===== src/rtl/alu_shift_sequencer.sv =====
// Sequences the ALU + barrel-shifter datapath for one data-processing op at a time.
// Holds operands stable for DP_LATENCY cycles, captures the result and owns the NZCV flag register.
//
// state | meaning
// IDLE  | ready for a command; cmd_* latched into dp_* on accept
// EXEC  | dp_* held stable; down-counter runs to terminal count, then capture
// RESP  | rsp_* valid and stable until the consumer takes it
module alu_shift_sequencer #(
    parameter int unsigned DP_LATENCY = 1
) (
    input  logic        clk,
    input  logic        rst,
    input  logic        cmd_valid,
    output logic        cmd_ready,
    input  logic [3:0]  cmd_alu_op,
    input  logic [2:0]  cmd_shift_op,
    input  logic [7:0]  cmd_shift_num,
    input  logic [31:0] cmd_a,
    input  logic [31:0] cmd_shift_data,
    input  logic        cmd_s,
    input  logic        cmd_ext,
    input  logic [3:0]  cmd_user_nzcv,
    output logic [3:0]  dp_alu_op,
    output logic [2:0]  dp_shift_op,
    output logic [7:0]  dp_shift_num,
    output logic [31:0] dp_a,
    output logic [31:0] dp_shift_data,
    output logic        dp_carry_in,
    output logic        dp_v_in,
    input  logic [31:0] dp_f,
    input  logic [3:0]  dp_nzcv,
    output logic        rsp_valid,
    input  logic        rsp_ready,
    output logic [31:0] rsp_f,
    output logic [3:0]  rsp_nzcv,
    output logic        rsp_wr,
    output logic [3:0]  flags,
    output logic        busy
);

    typedef enum logic [1:0] {
        IDLE = 2'd0,
        EXEC = 2'd1,
        RESP = 2'd2
    } state_t;

    localparam logic [3:0] CNT_LOAD = 4'(DP_LATENCY - 1);

    state_t     state;
    logic [3:0] cnt;
    logic       s_q;

    always_ff @(posedge clk) begin
        if (rst) begin
            state         <= IDLE;
            cnt           <= '0;
            s_q           <= 1'b0;
            flags         <= '0;
            dp_alu_op     <= '0;
            dp_shift_op   <= '0;
            dp_shift_num  <= '0;
            dp_a          <= '0;
            dp_shift_data <= '0;
            rsp_f         <= '0;
            rsp_nzcv      <= '0;
            rsp_wr        <= 1'b0;
        end else begin
            case (state)
                IDLE: begin
                    if (cmd_valid) begin
                        dp_alu_op     <= cmd_alu_op;
                        dp_shift_op   <= cmd_shift_op;
                        dp_shift_num  <= cmd_shift_num;
                        dp_a          <= cmd_a;
                        dp_shift_data <= cmd_shift_data;
                        s_q           <= cmd_s;
                        cnt           <= CNT_LOAD;
                        // ext load lands before EXEC so the op sees the new C/V
                        if (cmd_ext) begin
                            flags <= cmd_user_nzcv;
                        end
                        state <= EXEC;
                    end
                end
                EXEC: begin
                    if (cnt == 4'd0) begin
                        rsp_f    <= dp_f;
                        rsp_nzcv <= dp_nzcv;
                        // compare class (TST/TEQ/CMP/CMN) produces flags only
                        rsp_wr   <= (dp_alu_op[3:2] != 2'b10);
                        if (s_q) begin
                            flags <= dp_nzcv;
                        end
                        state <= RESP;
                    end else begin
                        cnt <= cnt - 4'd1;
                    end
                end
                RESP: begin
                    if (rsp_ready) begin
                        state <= IDLE;
                    end
                end
                default: state <= IDLE;
            endcase
        end
    end

    assign cmd_ready   = (state == IDLE);
    assign busy        = (state != IDLE);
    assign rsp_valid   = (state == RESP);
    assign dp_carry_in = flags[1];
    assign dp_v_in     = flags[0];

endmodule


===== config.mk =====
export PLATFORM = sky130hd
export DESIGN_NAME = alu_shift_sequencer
export DESIGN_NICKNAME = d
export VERILOG_FILES = /design/src/rtl/alu_shift_sequencer.sv
export SDC_FILE = /design/constraint.sdc
export NUM_CORES = 1
export LEC_CHECK = 0
export CAP_MARGIN = 20
export CORE_AREA = 10 10 121 123
export DETAILED_ROUTE_END_ITERATION = 10
export DIE_AREA = 0 0 131 133
export PLACE_DENSITY_LB_ADDON = 0.1
export REMOVE_ABC_BUFFERS = 1
export SLEW_MARGIN = 15
export SYNTH_ARGS = -nofsm -noshare
export SYNTH_HDL_FRONTEND = slang
export SYNTH_SLANG_ARGS = --single-unit

===== constraint.sdc =====
create_clock -name clk -period 2.05 [get_ports clk]
set_clock_uncertainty 0.2 [all_clocks]
set_input_delay 0.205 -clock clk [delete_from_list [all_inputs] [get_ports clk]]
set_output_delay 0.205 -clock clk [all_outputs]
set_load 0.02 [all_outputs]

==> results of run 1 <==
[area by class of cell]
class	instances	area (um^2)	area share, %
timing repair buffer	268	2680	33.3
sequential	127	2540	31.6
multi-input combinational	400	1990	24.8
clock buffer	25	505	6.29
tap	172	215	2.68
clock inverter	6	80.1	0.996
inverter	6	22.5	0.280
[layer usage]
layer | GRT usage [%] | up-vias | wire, um
met2 | 31.2 | 210 | 7920
li1 | - | 2447 | -
met1 | 20.1 | 2305 | 6550
met3 | 12.1 | 25 | 2420
met5 | 0 | - | 0
met4 | 7.73 | 0 | 330
[report_power, final]
part | leakage, nW | internal [mW] | switching [mW]
clock network | 0.293 | 1.93 | 1.01
registers | 1.04 | 2.73 | 0.146
logic | 1.63 | 0.988 | 1.21
total | 2.96 | 5.65 | 2.37
[state kept, by name, summed over array words and instances (netlist names)]
register       count
cnt                4
dp_alu_op          4
s_q                1
dp_shift_data     32
rsp_wr             1
rsp_nzcv           4
state              2
dp_a              32
dp_shift_op        3
rsp_f             32
dp_shift_num       8
flags              4
[synthesized netlist by cell type, drive strengths merged, types with 2 or more instances]
master	count	area [um^2]
ha	2	25.0
nor3	3	15.0
a211oi	8	70.1
nor2	2	7.51
dfxtp	127	2540
nand2	160	601
nor3b	2	15.0
buf	28	173
a21oi	120	601
inv	5	18.8
nor2b	2	12.5
clkbuf	24	90.1
nand3	37	185
o211ai	3	22.5
o21ai	37	196
or3	3	18.8
mux2i	5	50.1
[stage by stage]
stage               std cells  worst slack, ps  hold slack [ps]  area (um^2)  power (mW)
floorplan                 533            -3640             69.6         4550        3.96
global placement          973             13.9              241         7460        5.10
detailed placement        973            -7.07              246         7460        5.14
CTS                      1004              120             80.2         8040        8.10
global route             1004             9.47              124         8040        8.40
finish                   1004              124             91.3         8040        8.02
[worst max-delay path by stage]
| stage | start | endpoint | slack, ps | cells after the start |
|---|---|---|---|---|
| 2_1_floorplan | state[0] | dp_a[0] | -3640 | 3 |
| 3_3_place_gp | cmd_valid | cnt[1] | 10 | 5 |
| 3_5_place_dp | cmd_valid | cnt[0] | -7 | 5 |
| 4_1_cts | cnt[0] | rsp_f[31] | 120 | 6 |
| 5_1_grt | cnt[0] | rsp_nzcv[2] | 9 | 6 |
| 6_report | cnt[0] | rsp_nzcv[0] | 120 | 6 |
[worst max-delay path, stage by stage, from the launching register on]
cell     delay (ps)
dfxtp_1         330
inv_1            90
ha_1            200
or4b_1          500
buf_12          200
o21ai_0         170
a21oi_1          80
[cell families after synthesis]
kind of cell | Yosys count | synth area share (%)
DFF | 127 | 52.8
muxes | 5 | 1.04
AOI/OAI and AO/OA | 174 | 19.6
buffers and inverters | 58 | 5.92
and+or+nand+nor | 219 | 20.2
adders and majority gates | 2 | 0.519
==> key figures, run 1 <==
Status
  • Status: completed

Routing
  • Vias: 4987
  • Routed WL per cell: about 17 um
  • Post-DRT Antenna Nets: 0
  • Total Wirelength: about 17 mm
  • DRC Markers: 0
  • DR vias/cell: between 4 and 5
  • DRT iter0 DRCs: 221
  • DR pass1 iterations: 6

Pwr
  • P_leak: between 2 and 3 nW
  • Power per cell area: between 900 and 1000 nW/um^2
  • VDD IR-drop max: ~0.60 mV

Setup path
  • Crit path DAT: roughly 2000 ps
  • Setup slack, reg-to-reg: 120 ps
  • R2R cell count: 6
  • Worst-path maximum fanout: 37
  • Critical path class: reg2reg
  • Crit start category: flip-flop
  • Reg-to-Reg End: rsp_nzcv[0]
  • Crit path required time: 2120 ps
  • Crit Reg-Reg Startpoint: cnt[0]
  • Setup crit end kind: flip-flop

Finish
  • # diodes: 0
  • Post-Route Utilization: roughly two thirds
  • Share of cells above drive strength 1: between 7 and 8%
  • Commonest non-fill, non-tap cell in the layout: clkdlybuf4s50_1
  • Fillcell total: between 1000 and 1500
  • Nets: 947
  • Most frequent cells in the layout: 245 x clkdlybuf4s50_1, 160 x nand2_1, 127 x dfxtp_1, 120 x a21oi_1, 37 x nand3_1
  • Area Overhead vs Synth: 66.9%

Clock tree
  • Cts bufs inserted: 17
  • Clock sinks: about 130
  • Post-CTS sizing: 3
  • H-tree depth: 4
  • Worst-path clk slew: about 50 ps
  • Setup Buffers After CTS: 0
  • Max Root-Sink Buffers: 2
  • CTS tree: done
  • CTS Hold Bufs: 0
  • Clock Latency Late Sink: slightly above 400 ps
  • Root Buffer: clkbuf_16

Global route
  • Global-route usage over all layers: between 10% and 20%
  • Antenna violations before repair: 0
  • Grt total ovfl: 0
  • Pin count of the biggest net entering global routing: 51
  • First-pass GRT wire length: roughly 27 mm
  • Vias in the first global route: about 5200

Yosys
  • Seq/Total Area, Yosys: a little over half
  • Synthesized area: a little under 5000 um^2
  • Number of synthesized flops with an enable pin: 0
  • Ys flop type: dfxtp_1
  • Synthesized flop and latch total: between 100 and 150
  • Unique cell type count in the Yosys netlist: 39
  • Synth Instances: around 590
  • Async SR Flop Fraction: 0%
  • Warnings, synthesis: 0
  • Post-Syn Area per Cell: about 8.2 um^2

Job
  • Max-cap violations: 0

STA
  • Worst-Margin Slew: about 580 ps
  • TNS Setup: 0 ps
  • Crit path time final: roughly 1900 ps
  • Fin. Hold Viols: 0
  • Worst slew margin: between 60 and 70%
  • Pins Over Slew Limit: 0
  • Tcrit/Tclk final: between 90% and 100%
  • RSZ-0062 raised after global routing: no
  • Setup-failing EPs final: 0
  • Max Clock Freq: ~0.52 GHz

Floorplanning
  • Starting Density: between 30% and 40%
  • Row count: 41
  • Die height: 133 um
  • DIE AREA: approximately 17000 um^2
  • Io pins: between 200 and 300
  • DIE WIDTH: ~130 um
  • CORE AREA: 12400 um^2

Placement
  • IO buf count: approximately 250
  • Final GP Congestion: around 0.8
  • Hpwl dp: ~13 mm

Hold path
  • Hold depth: 2
  • Worst Hold Launch: rst
  • WHS Endpoint: dp_shift_data[31]
  • Hold WC Path Type: in2reg
Power figures use the tool's default switching activity.
==> run 2: changes to the inputs <==
--- a/config.mk
+++ b/config.mk
@@ -11,7 +11,8 @@
 export DIE_AREA = 0 0 131 133
 export PLACE_DENSITY_LB_ADDON = 0.1
 export REMOVE_ABC_BUFFERS = 1
-export SLEW_MARGIN = 15
+export SKIP_CTS_REPAIR_TIMING = 1
+export SLEW_MARGIN = 40
 export SYNTH_ARGS = -nofsm -noshare
 export SYNTH_HDL_FRONTEND = slang
 export SYNTH_SLANG_ARGS = --single-unit
==> run 2 against run 1 <==
Count of clock-buffer cells in the layout did not move. Final cell count did not move. Flip-flop and latch count did not move. Worst hold slack got worse by 5.8 ps. Global-route usage unchanged. Combinational power about the same. Setup slack got worse by 0.50 ps. Wire length about the same. Sequential share of layout area is essentially flat. Power about the same. Die area stayed put. Via count increased by 0.50%. Critical path type unchanged. Largest power group unchanged.
==> key figures, run 2 (same netlist as run 1, synthesis figures left out) <==
Clock tree
  • Cts bufs inserted: 17 (unchanged)
  • Max Root-Sink Buffers: 2 (unchanged)
  • Clock Latency Late Sink: 410 ps (about the same)
  • CTS tree: done
  • H-tree depth: 4 (unchanged)
  • Root Buffer: clkbuf_16
  • Worst-path clk slew: 50 ps (about the same)
  • Clock sinks: 127 (unchanged)

Routing
  • Top sig layer: met4
  • Vias: 5012 (+0.50%)
  • Met1 WL: 6.49 mm (-0.82%)
  • Routed wl met3: 2.41 mm (-0.37%)
  • Routed WL per cell: 17.1 um (about the same)
  • Metal2 WL: 7.97 mm (+0.59%)
  • DRC Markers: 0 (unchanged)
  • Total Wirelength: 17.2 mm (about the same)
  • DRT iter0 DRCs: 226 (+2.3%)
  • DR vias/cell: 4.99 (+0.50%)
  • Post-DRT Antenna Nets: 0 (unchanged)
  • DR pass1 iterations: 5 (-1)

STA
  • Max Clock Freq: 0.519 GHz (about the same)
  • Crit path time final: 1930 ps (+0.502 ps)
  • Pins Over Slew Limit: 0 (unchanged)
  • Worst Slack Setup Final: 124 ps (-0.502 ps)
  • Tcrit/Tclk final: 94.0% (about the same)
  • Worst slew margin: 61.9% (+0.27 points)
  • Worst-Margin Slew: 571 ps (-4.06 ps)
  • Fin. Hold Viols: 0 (unchanged)
  • Setup-failing EPs final: 0 (unchanged)
  • RSZ-0062 raised after global routing: no

Floorplanning
  • DIE AREA: 17400 um^2 (unchanged)
  • Starting Density: 39.0% (unchanged)
  • DIE WIDTH: 131 um (unchanged)
  • Die height: 133 um (unchanged)
  • CORE AREA: 12400 um^2 (unchanged)
  • Row count: 41 (unchanged)
  • Io pins: 250 (unchanged)

Setup path
  • CP startpoint: cnt[0]
  • Setup crit end kind: flip-flop
  • Crit path required time: 2130 ps (about the same)
  • Slowest CP cell: or4b_1
  • Crit path DAT: 2000 ps (about the same)
  • Crit Reg-Reg Startpoint: cnt[0]
  • WP buf/inv: 2 (unchanged)
  • Crit start category: flip-flop
  • Max incr delay on CP: 500 ps (about the same)
  • Worst path cell trace: inv_1 > ha_1 > or4b_1 > buf_12 > o21ai_0 > a21oi_1
  • Critical path class: reg2reg
  • Worst-path maximum fanout: 37 (unchanged)
  • Crit-path leading delay family: simple AND/OR/NAND/NOR gates

Pwr
  • Power per cell area: 996 nW/um^2 (-0.11%)
  • VDD IR-drop max: 0.596 mV (about the same)
  • P_leak: 2.99 nW (+0.96%)

Placement
  • IO buf count: 249 (unchanged)
  • Worst slack, placed: -7.07 ps (unchanged)
  • Hpwl dp: 12.7 mm (unchanged)
  • Final GP Congestion: 0.792 (unchanged)

Hold path
  • Worst Hold Launch: rst
  • Hold WC Path Type: in2reg

Finish
  • Biggest regs: dp_a: 32 flops, dp_shift_data: 32 flops, rsp_f: 32 flops
  • # diodes: 0 (unchanged)
  • Fillcell total: 1041 (-0.38%)
  • Nets: 947 (unchanged)
  • Most frequent cells in the layout: 245 x clkdlybuf4s50_1, 160 x nand2_1, 127 x dfxtp_1, 120 x a21oi_1, 37 x nand3_1
  • Share of cells above drive strength 1: 7.21% (unchanged)
  • Area Overhead vs Synth: 67.1%
  • Commonest non-fill, non-tap cell in the layout: clkdlybuf4s50_1
  • Post-Route Utilization: 65.1% (+0.091 points)

Global route
  • Pin count of the biggest net entering global routing: 51 (unchanged)
  • First-pass GRT wire length: 26.8 mm (unchanged)
  • Vias in the first global route: 5196 (unchanged)
  • Global-route usage over all layers: 19.5% (unchanged)
  • Grt total ovfl: 0 (unchanged)
  • Antenna violations before repair: 0 (unchanged)

Status
  • Status: completed

Job
  • Max-cap violations: 0 (unchanged)
==> run 2: cell types whose count changed in the layout (fill, tap and decap cells not counted), sizes merged <==
cell	delta
dlymetal6s2s	+3
dlygate4sd2	-3
==> run 2: stage by stage <==
step                setup TNS, ps  std cells  hold WS, ps  cell area (um^2)  power, mW
global route                    0       1004          124              8050       8.40
detailed placement          -9.73        973          246              7460       5.14
floorplan                 -322500        533         69.6              4550       3.96
finish                          0       1004         85.6              8050       8.02
global placement                0        973          241              7460       5.10
CTS                          -240       1004         80.2              8040       8.11
==> run 2: metal layers <==
metal / vias to the layer above / GRT usage, %
li1: 2447 / -
met5: - / 0
met3: 26 / 12.1
met1: 2329 / 20.1
met2: 210 / 31.2
met4: 0 / 7.73
==> run 2: power by group <==
group,internal (mW),switching (mW)
clock,1.93,1.01
sequential,2.73,0.146
combinational,0.995,1.21
==> run 2: cell type report <==
type	count	area (um^2)	area share [%]
clock buffers	25	505	6.28
repair buffers	268	2690	33.4
multi-input cells	400	1990	24.8
inverters	6	22.5	0.280
clock inverters	6	80.1	0.995
flip-flops and latches	127	2540	31.6
well taps	172	215	2.67
==> run 2: worst paths after layout <==
check / cells past startpoint / slack [ps] / to
worst min register to register: 2 / 250 / dp_shift_data[2]
worst max-delay path: 6 / 120 / rsp_nzcv[0]
worst max register to register: 6 / 120 / rsp_nzcv[0]
worst min-delay path: 2 / 90 / dp_shift_data[31]
==> run 3: changes to the inputs <==
--- a/config.mk
+++ b/config.mk
@@ -9,10 +9,10 @@
 export CORE_AREA = 10 10 121 123
 export DETAILED_ROUTE_END_ITERATION = 10
 export DIE_AREA = 0 0 131 133
+export MAX_ROUTING_LAYER = met4
 export PLACE_DENSITY_LB_ADDON = 0.1
 export REMOVE_ABC_BUFFERS = 1
 export SKIP_CTS_REPAIR_TIMING = 1
-export SLEW_MARGIN = 40
 export SYNTH_ARGS = -nofsm -noshare
 export SYNTH_HDL_FRONTEND = slang
 export SYNTH_SLANG_ARGS = --single-unit
==> run 3 against run 2 <==
Critical path type unchanged. Critical endpoint unchanged. Flip-flop and latch count stayed put. Core utilization unchanged. First-iteration DRC count up 11%. Wire length hardly changed.
==> key figures, run 3 (same netlist as run 1, synthesis figures left out) <==
Floorplanning
  • Row count: 41 (unchanged)
  • Die height: 133 um (unchanged)
  • Starting Density: 39.0% (unchanged)
  • DIE AREA: 17400 um^2 (unchanged)
  • Io pins: 250 (unchanged)
  • DIE WIDTH: 131 um (unchanged)
  • CORE AREA: 12400 um^2 (unchanged)

Hold path
  • Hold depth: 2 (unchanged)
  • Worst Hold Launch: rst
  • Hold WC Path Type: in2reg

Routing
  • Routed WL per cell: 17.2 um (about the same)
  • DR pass1 iterations: 4 (-1)
  • DRT iter0 DRCs: 250 (+11%)
  • Post-DRT Antenna Nets: 0 (unchanged)
  • DR vias/cell: 4.97 (-0.50%)
  • Vias: 4987 (-0.50%)
  • DRC Markers: 0 (unchanged)
  • Total Wirelength: 17.2 mm (about the same)

STA
  • Worst slew margin: 61.7% (-0.17 points)
  • RSZ-0062 raised after global routing: no
  • TNS Setup: 0 ps (unchanged)
  • Max Clock Freq: 0.518 GHz (-0.13%)
  • Pins Over Slew Limit: 0 (unchanged)
  • Worst-Margin Slew: 574 ps (+2.56 ps)
  • Hold slack final: 85.4 ps (-0.207 ps)
  • Tcrit/Tclk final: 94.1% (+0.13 points)
  • Worst Slack Setup Final: 121 ps (-2.60 ps)
  • Setup-failing EPs final: 0 (unchanged)
  • Crit path time final: 1930 ps (+2.60 ps)
  • Fin. Hold Viols: 0 (unchanged)

Setup path
  • CP startpoint: cnt[0]
  • Crit path DAT: 2000 ps (about the same)
  • Crit start category: flip-flop
  • Critical path class: reg2reg
  • Setup crit end kind: flip-flop
  • Crit path required time: 2130 ps (about the same)
  • R2R cell count: 6 (unchanged)
  • Crit Reg-Reg Startpoint: cnt[0]
  • Worst-path maximum fanout: 37 (unchanged)

Finish
  • Area Overhead vs Synth: 67.1% (unchanged)
  • Nets: 947 (unchanged)
  • Fillcell total: 1041 (unchanged)
  • Commonest non-fill, non-tap cell in the layout: clkdlybuf4s50_1
  • Biggest regs: dp_a: 32 flops, dp_shift_data: 32 flops, rsp_f: 32 flops
  • Share of cells above drive strength 1: 7.21% (unchanged)
  • Most frequent cells in the layout: 245 x clkdlybuf4s50_1, 160 x nand2_1, 127 x dfxtp_1, 120 x a21oi_1, 37 x nand3_1
  • Register area: 2540 um^2 (unchanged)
  • # diodes: 0 (unchanged)
  • Multi-input combinational cell area: 1990 um^2 (unchanged)

Global route
  • Vias in the first global route: 5240 (+0.85%)
  • Pin count of the biggest net entering global routing: 51 (unchanged)
  • Antenna violations before repair: 0 (unchanged)
  • Global-route usage over all layers: 20.0% (+0.53 points)
  • First-pass GRT wire length: 26.6 mm (-0.56%)
  • Grt total ovfl: 0 (unchanged)

Clock tree
  • Cts bufs inserted: 17 (unchanged)
  • Worst-path clk slew: 50 ps (about the same)
  • Clock sinks: 127 (unchanged)
  • CTS tree: done
  • Max Root-Sink Buffers: 2 (unchanged)
  • Clock Latency Late Sink: 410 ps (about the same)
  • Root Buffer: clkbuf_16
  • H-tree depth: 4 (unchanged)

Placement
  • Worst slack, placed: -7.07 ps (unchanged)
  • IO buf count: 249 (unchanged)
  • Hpwl dp: 12.7 mm (unchanged)
  • Final GP Congestion: 0.803 (+1.4%)

Job
  • Max-cap violations: 0 (unchanged)

Pwr
  • VDD IR-drop max: 0.595 mV (-0.12%)
  • Power per cell area: 996 nW/um^2 (about the same)
  • Total power: 8.01 mW (about the same)
  • P_leak: 2.99 nW (unchanged)

Status
  • Status: completed
run 3: report_power, final:
part | internal (mW) | total [mW] | switching [mW]
clock | 1.93 | 2.94 | 1.01
sequential | 2.73 | 2.87 | 0.146
combinational | 0.994 | 2.20 | 1.21
run 3: layer usage:
layer,track usage (%),vias to the layer above,share of wire (%)
met5,-,-,0
met4,7.73,0,1.8
met3,10.8,24,12
met2,31.5,208,47
met1,20.5,2307,39
li1,-,2448,-
run 3: final cells by class:
cell class                 count  share of cell area [%]
clock buffer                  25                    6.28
multi-input combinational    400                    24.8
timing repair buffer         268                    33.4
sequential                   127                    31.6
tap                          172                    2.67
clock inverter                 6                   0.995
inverter                       6                   0.280
run 3: stage by stage:
step                      cell area (um^2)  utilization [%]  cells
after CTS                             8040             65.1   1004
after global placement                7460             60.3    973
after floorplan                       4550                -    533
final                                 8050             65.1   1004
after detailed placement              7460             60.3    973
after global routing                  8050             65.1   1004
run 3: critical path, cell delays in order, from the launching register on:
cell     delay [ps]
dfxtp_1         330
inv_1            90
ha_1            200
or4b_1          500
buf_12          200
o21ai_0         170
a21oi_1          80
run 3: path summary, 6_finish.rpt:
kind | end | slack (ps)
max | rsp_nzcv[0] | 120
min | dp_shift_data[24] | 90
max reg2reg | rsp_nzcv[0] | 120
min reg2reg | dp_shift_data[2] | 250
